[config.mk]
export PLATFORM = sky130hd
export DESIGN_NAME = gpr_writeback_unit
export DESIGN_NICKNAME = d
export VERILOG_FILES = /design/src/rtl/gpr_pkg.sv /design/src/rtl/gpr_writeback_unit_wb_slot.sv /design/src/rtl/gpr_writeback_unit.sv
export SDC_FILE = /design/constraint.sdc
export NUM_CORES = 1
export LEC_CHECK = 0
export BUFFER_PORTS_ARGS = -buffer_cell sky130_fd_sc_hd__buf_2
export CAP_MARGIN = 5
export CORE_UTILIZATION = 25
export DETAILED_ROUTE_END_ITERATION = 8
export HOLD_SLACK_MARGIN = 0.03
export PLACE_DENSITY = 0.51
export RECOVER_POWER = 100
export SLEW_MARGIN = 20
export SYNTH_ARGS = -nofsm -noshare
export SYNTH_HDL_FRONTEND = slang
export SYNTH_SLANG_ARGS = --single-unit
[constraint.sdc]
create_clock -name clk -period 2.3 [get_ports clk]
set_input_delay 0.115 -clock clk [delete_from_list [all_inputs] [get_ports clk]]
set_output_delay 0.115 -clock clk [all_outputs]
set_load 0.005 [all_outputs]
[src/rtl/gpr_pkg.sv]
// Shared types and constants for the GPR write-back front end.
package gpr_pkg;

    localparam int DATA_W = 8;
    localparam int ADDR_W = 3;

    // One buffered result: destination register plus data.
    typedef struct packed {
        logic              valid;
        logic [ADDR_W-1:0] dest;
        logic [DATA_W-1:0] data;
    } wb_entry_t;

    // Which buffer owns the GPR write port this cycle.
    typedef enum logic [1:0] {
        SEL_NONE = 2'd0,
        SEL_ALU  = 2'd1,
        SEL_MEM  = 2'd2
    } src_sel_t;

    // True when a pending entry targets the given register.
    function automatic logic entry_hits(input wb_entry_t e, input logic [ADDR_W-1:0] addr);
        return e.valid && (e.dest == addr);
    endfunction

endpackage

[src/rtl/gpr_writeback_unit_wb_slot.sv]
// Single-entry result buffer with a valid/ready input side.
// Handshake: a result moves into the slot on the rising edge where
// in_valid && in_ready; the producer holds in_valid and its payload until then.
// The slot can take a new result in the same cycle its current one drains.
module wb_slot
    import gpr_pkg::*;
(
    input  logic              clk,
    input  logic              rst,
    input  logic              in_valid,
    input  logic [ADDR_W-1:0] in_dest,
    input  logic [DATA_W-1:0] in_data,
    input  logic              drain,
    output logic              in_ready,
    output logic              load,
    output wb_entry_t         entry
);

    assign in_ready = !rst && (!entry.valid || drain);
    assign load     = in_valid && in_ready;

    // Capture a new result, or empty the slot once its result is taken.
    always_ff @(posedge clk) begin
        if (rst) begin
            entry <= '0;
        end else if (load) begin
            entry.valid <= 1'b1;
            entry.dest  <= in_dest;
            entry.data  <= in_data;
        end else if (drain) begin
            entry.valid <= 1'b0;
        end
    end

endmodule

[src/rtl/gpr_writeback_unit.sv]
// Write-side front end of the 8x8 GPR block: buffers ALU and load results,
// arbitrates them onto the single GPR write port and forwards pending
// results onto both operand read ports.
module gpr_writeback_unit #(
    parameter int DATA_W       = 8,
    parameter int ADDR_W       = 3,
    parameter int STARVE_LIMIT = 3
) (
    input  logic              clk,
    input  logic              rst,
    input  logic              alu_valid,
    output logic              alu_ready,
    input  logic [ADDR_W-1:0] alu_dest,
    input  logic [DATA_W-1:0] alu_data,
    input  logic              mem_valid,
    output logic              mem_ready,
    input  logic [ADDR_W-1:0] mem_dest,
    input  logic [DATA_W-1:0] mem_data,
    output logic              reg_write_en,
    output logic [ADDR_W-1:0] reg_write_dest,
    output logic [DATA_W-1:0] reg_write_data,
    input  logic [ADDR_W-1:0] rd_addr_1,
    input  logic [ADDR_W-1:0] rd_addr_2,
    input  logic [DATA_W-1:0] rf_data_1,
    input  logic [DATA_W-1:0] rf_data_2,
    output logic [DATA_W-1:0] rd_data_1,
    output logic [DATA_W-1:0] rd_data_2
);
    import gpr_pkg::*;

    localparam int CNT_W = $clog2(STARVE_LIMIT + 1);
    localparam logic [CNT_W-1:0] CNT_MAX = CNT_W'(STARVE_LIMIT);

    wb_entry_t        alu_buf;
    wb_entry_t        mem_buf;
    logic             alu_load;
    logic             mem_load;
    src_sel_t         sel;
    logic             alu_drain;
    logic             mem_drain;
    logic [CNT_W-1:0] starve_cnt;
    // Set when the ALU entry is older than the mem entry.
    logic             alu_older;
    wb_entry_t        younger_buf;
    wb_entry_t        older_buf;

    assign alu_drain = (sel == SEL_ALU);
    assign mem_drain = (sel == SEL_MEM);

    wb_slot u_alu_slot (
        .clk      (clk),
        .rst      (rst),
        .in_valid (alu_valid),
        .in_dest  (alu_dest),
        .in_data  (alu_data),
        .drain    (alu_drain),
        .in_ready (alu_ready),
        .load     (alu_load),
        .entry    (alu_buf)
    );

    wb_slot u_mem_slot (
        .clk      (clk),
        .rst      (rst),
        .in_valid (mem_valid),
        .in_dest  (mem_dest),
        .in_data  (mem_data),
        .drain    (mem_drain),
        .in_ready (mem_ready),
        .load     (mem_load),
        .entry    (mem_buf)
    );

    // Pick the buffer that owns the write port: same-dest pairs go oldest
    // first, otherwise ALU wins unless mem has starved long enough.
    always_comb begin
        sel = SEL_NONE;
        if (alu_buf.valid && mem_buf.valid) begin
            if (alu_buf.dest == mem_buf.dest) begin
                sel = alu_older ? SEL_ALU : SEL_MEM;
            end else begin
                sel = (starve_cnt == CNT_MAX) ? SEL_MEM : SEL_ALU;
            end
        end else if (alu_buf.valid) begin
            sel = SEL_ALU;
        end else if (mem_buf.valid) begin
            sel = SEL_MEM;
        end
    end

    // Track relative age: a fresh load is younger than whatever it joins;
    // on a simultaneous load mem is treated as the older one.
    always_ff @(posedge clk) begin
        if (rst) begin
            alu_older <= 1'b0;
        end else if (alu_load) begin
            alu_older <= 1'b0;
        end else if (mem_load) begin
            alu_older <= 1'b1;
        end
    end

    // Count consecutive lost arbitrations of a waiting mem entry.
    always_ff @(posedge clk) begin
        if (rst) begin
            starve_cnt <= '0;
        end else if (!mem_buf.valid || mem_drain) begin
            starve_cnt <= '0;
        end else if (starve_cnt != CNT_MAX) begin
            starve_cnt <= starve_cnt + 1'b1;
        end
    end

    // Register the selected entry onto the GPR write port.
    always_ff @(posedge clk) begin
        if (rst) begin
            reg_write_en   <= 1'b0;
            reg_write_dest <= '0;
            reg_write_data <= '0;
        end else begin
            reg_write_en <= (sel != SEL_NONE);
            if (alu_drain) begin
                reg_write_dest <= alu_buf.dest;
                reg_write_data <= alu_buf.data;
            end else if (mem_drain) begin
                reg_write_dest <= mem_buf.dest;
                reg_write_data <= mem_buf.data;
            end
        end
    end

    assign younger_buf = alu_older ? mem_buf : alu_buf;
    assign older_buf   = alu_older ? alu_buf : mem_buf;

    // Youngest pending value for one read port; lower priority first so
    // later assignments override.
    function automatic logic [DATA_W-1:0] forward(
        input logic [ADDR_W-1:0] addr,
        input logic [DATA_W-1:0] rf_data
    );
        logic [DATA_W-1:0] val;
        val = rf_data;
        if (reg_write_en && (reg_write_dest == addr)) val = reg_write_data;
        if (entry_hits(older_buf, addr))              val = older_buf.data;
        if (entry_hits(younger_buf, addr))            val = younger_buf.data;
        return val;
    endfunction

    // Operand ports see results that are still on their way to the GPRs.
    always_comb begin
        rd_data_1 = forward(rd_addr_1, rf_data_1);
        rd_data_2 = forward(rd_addr_2, rf_data_2);
    end

endmodule

==> flow_summary.toml <==
[clock_tree]
htree_levels = 2
clk_latency_ns = 0.28
cts_root_buf = "clkbuf_16"
path_clk_slew_ns = 0.06
cts_tree = "done"
cts_made_buffers = 5
cts_sinks = 39
cts_buffer_depth = 2

[worst_setup_path]
path_max_fanout = 10
worstSetupPathType = "reg -> out"
end_kind = "output pin"
critical_path_arrival_ns = 2.22
cp_data_required_time_ns = 2.18
start_kind = "flip-flop"

[die]
io_pins = 78
chipWidth_um = 108
chipHeight_um = 108
core-area_um2 = 10900
start_util = 0.259
dieArea_um2 = 11800
rows = 38

[grt]
grt_use_met3 = 0.0223
track_usage = 0.153
grt_pass1_vias = 2652
grt_max_degree = 26
globalRouteMet1Util = 0.215
overflow = 0
grt_pass1_wl_um = 14000
grt-busiest-layer = "met2"
met2_usage = 0.241
antenna_found_initial = 0

[min_path]
hold_class = "in -> reg"

[status]
status = "finished with violations"
violations = "setup timing"

[sta]
fin_crit_sh = 1.02
fin_worst_skew_ns = 0.00358
period_needed_ns = 2.34
layout_setup_ws_ns = -0.0384
final-hold-violation-count = 0
worst_hold_slack_ns = 0.0294
worstMarginPinSlew_ns = 0.385
fmax_mhz = 428
setup_viol = 1
max_slew_margin = 0.737
finalMaxSlewViolations = 0
rsz0062_at_grt = "true"

[route]
wire_per_inst_um = 15.2
drt-total-wl_um = 8640
ant_nets = 0
drt_iter0_markers = 90
drt_first_pass_iters = 4
drc = 0
via_per_inst = 4.71
vias = 2679

[placement]
portBuffers = 77
place_congestion = 0.780
dpl.hpwl_um = 6770

[power]
p_int_w = 0.00159
netSwitchingFraction = 0.303
p_clk_frac = 0.342
combinationalPowerShare = 0.303
powerDensity_nw_per_um2 = 601
seq_power_share = 0.355
switchingPower_w = 0.000693
p_leak_nw = 1.69
vdd_drop_max_v = 0.000240
power.total_w = 0.00228

[run]
cap_violations = 0

[finish]
regArea_um2 = 785
multi_input_area_um2 = 1980
num-nets-final = 481
drive_gt1_frac = 0.340
area_growth_pct = 34.2
diodes = 0
fillers = 1183

[synthesis]
ys_types = 41
ys.flop_type = "dfxtp_1"
synth_fp_nets = 394
ys_warn_count = 0
syn_avg_cell_area_um2 = 8.28
netlist_area_um2 = 2830
synth_async_sr_flop_share = 0
ys_seq_area_frac = 0.276
synth-seq-cells = 39
synth_edf_count = 0
netlist_instances = 342
state kept, by name, summed over array words and instances, names as in the netlist:
signal,flops
reg_write_en,1
starve_cnt,2
reg_write_dest,3
u_alu_slot.entry,12
u_mem_slot.entry,12
reg_write_data,8
alu_older,1
synthesized netlist by cell type (2+ instances only):
| library cell | count | area (um2) |
|---|---|---|
| a211oi_1 | 12 | 90.1 |
| a211oi_2 | 8 | 100 |
| a21oi_1 | 15 | 75.1 |
| a32o_1 | 2 | 20.0 |
| a32oi_1 | 2 | 17.5 |
| and2_1 | 2 | 12.5 |
| buf_1 | 2 | 7.51 |
| buf_6 | 3 | 33.8 |
| clkbuf_1 | 21 | 78.8 |
| dfxtp_1 | 39 | 781 |
| ha_1 | 4 | 50.1 |
| inv_1 | 2 | 7.51 |
| mux2_2 | 8 | 90.1 |
| mux2i_1 | 24 | 240 |
| nand2_1 | 47 | 176 |
| nand2b_1 | 9 | 56.3 |
| nand3b_1 | 22 | 165 |
| nand4_1 | 2 | 12.5 |
| nor2_1 | 35 | 131 |
| nor2b_1 | 4 | 25.0 |
| nor3_1 | 4 | 20.0 |
| nor3b_1 | 15 | 113 |
| o2111a_1 | 7 | 78.8 |
| o211ai_1 | 7 | 52.6 |
| or2_2 | 8 | 50.1 |
| xnor2_1 | 18 | 158 |
| xor2_1 | 6 | 52.6 |
stage by stage:
| stage | std cells | setup TNS, ns | cell area [um2] | util | setup slack [ns] |
|---|---|---|---|---|---|
| after global routing | 569 | -0.530 | 3800 | 0.347 | -0.0659 |
| after global placement | 553 | 0 | 3470 | 0.318 | 0.0597 |
| after CTS | 569 | -0.0476 | 3760 | 0.344 | -0.0221 |
| after floorplan | 342 | 0 | 2840 | - | 0.00425 |
| after detailed placement | 553 | -0.00396 | 3470 | 0.318 | -0.00396 |
| final | 569 | -0.0384 | 3800 | 0.347 | -0.0384 |
final timing paths:
kind / from / cells after the start / endpoint / slack (ns)
worst min register to register: u_alu_slot.entry[1] / 2 / u_alu_slot.entry[1] / 0.50
worst max register to register: u_mem_slot.entry[8] / 13 / u_mem_slot.entry[3] / 0.11
worst min-delay path: alu_data[6] / 3 / u_alu_slot.entry[6] / 0.03
worst max-delay path: alu_older / 8 / rd_data_1[2] / -0.04
power by group through the flow:
stage,sequential [W],combinational [W],clock [W]
4_1_cts,0.000810,0.000690,0.000806
6_report,0.000809,0.000692,0.000782
5_1_grt,0.000821,0.000767,0.000828
2_1_floorplan,0.000807,0.000418,0
3_3_place_gp,0.000823,0.000661,0
3_5_place_dp,0.000825,0.000666,0
per-layer routing:
metal,wire [um],vias to the layer above
met3,401,7
met2,3780,68
li1,-,1384
met1,4360,1220
met5,0,-
met4,97,0
area by class of cell:
| type | instances | area share |
|---|---|---|
| multi-input cells | 273 | 0.520 |
| flip-flops and latches | 39 | 0.207 |
| repair buffers | 107 | 0.181 |
| well taps | 140 | 0.0461 |
| clock buffers | 5 | 0.0329 |
| clock inverters | 2 | 0.00988 |
| inverters | 3 | 0.00329 |
cells by family (layout without fill, tap and decap cells):
| group | Yosys count | in the layout | synth area share |
|---|---|---|---|
| DFF | 39 | 39 | 0.276 |
| and+or+nand+nor | 153 | 153 | 0.282 |
| buffers and inverters | 30 | 117 | 0.0491 |
| adders and majority gates | 4 | 4 | 0.0177 |
| xor gates and xnor gates | 24 | 24 | 0.0742 |
| AOI/OAI and AO/OA | 58 | 58 | 0.172 |
| muxes | 34 | 34 | 0.129 |
worst max-delay path, cell delays in order, from the launching register on:
cell	delay (ns)
dfxtp_4	0.36
buf_12	0.13
mux2i_4	0.26
xnor2_2	0.09
or3_4	0.40
buf_6	0.16
o2111a_1	0.14
a211oi_2	0.22
buf_2	0.17
what timing repair did:
action	CTS	global route
pin swaps	6	1
endpoints found under the setup margin	13	49
hold endpoints to repair	8	0
hold buffers	8	0
setup buffers	1	0
resized for setup	10	12
cells in the final DEF, fill, tap and decap left out, drive strengths merged:
| cell type | Yosys | layout |
|---|---|---|
| a2111oi | 1 | 1 |
| a211oi | 20 | 20 |
| a21boi | 1 | 1 |
| a21oi | 15 | 15 |
| a32o | 2 | 2 |
| a32oi | 2 | 2 |
| a41o | 1 | 1 |
| and2 | 2 | 2 |
| and4 | 1 | 1 |
| buf | 6 | 94 |
| bufinv | 0 | 1 |
| clkbuf | 21 | 10 |
| clkinv | 1 | 1 |
| clkinvlp | 0 | 1 |
| dfxtp | 39 | 39 |
| dlygate4sd3 | 0 | 8 |
| ha | 4 | 4 |
| inv | 2 | 2 |
| mux2 | 8 | 8 |
| mux2i | 26 | 26 |
| nand2 | 47 | 47 |
| nand2b | 9 | 9 |
| nand3 | 1 | 1 |
| nand3b | 22 | 22 |
| nand4 | 2 | 2 |
| nor2 | 36 | 36 |
| nor2b | 4 | 4 |
| nor3 | 5 | 5 |
| nor3b | 15 | 15 |
| o2111a | 7 | 7 |
| o211a | 1 | 1 |
| o211ai | 7 | 7 |
| o21ai | 1 | 1 |
| or2 | 8 | 8 |
| or3 | 1 | 1 |
| xnor2 | 18 | 18 |
| xor2 | 6 | 6 |
No activity file was read; power rests on OpenSTA's default activity.
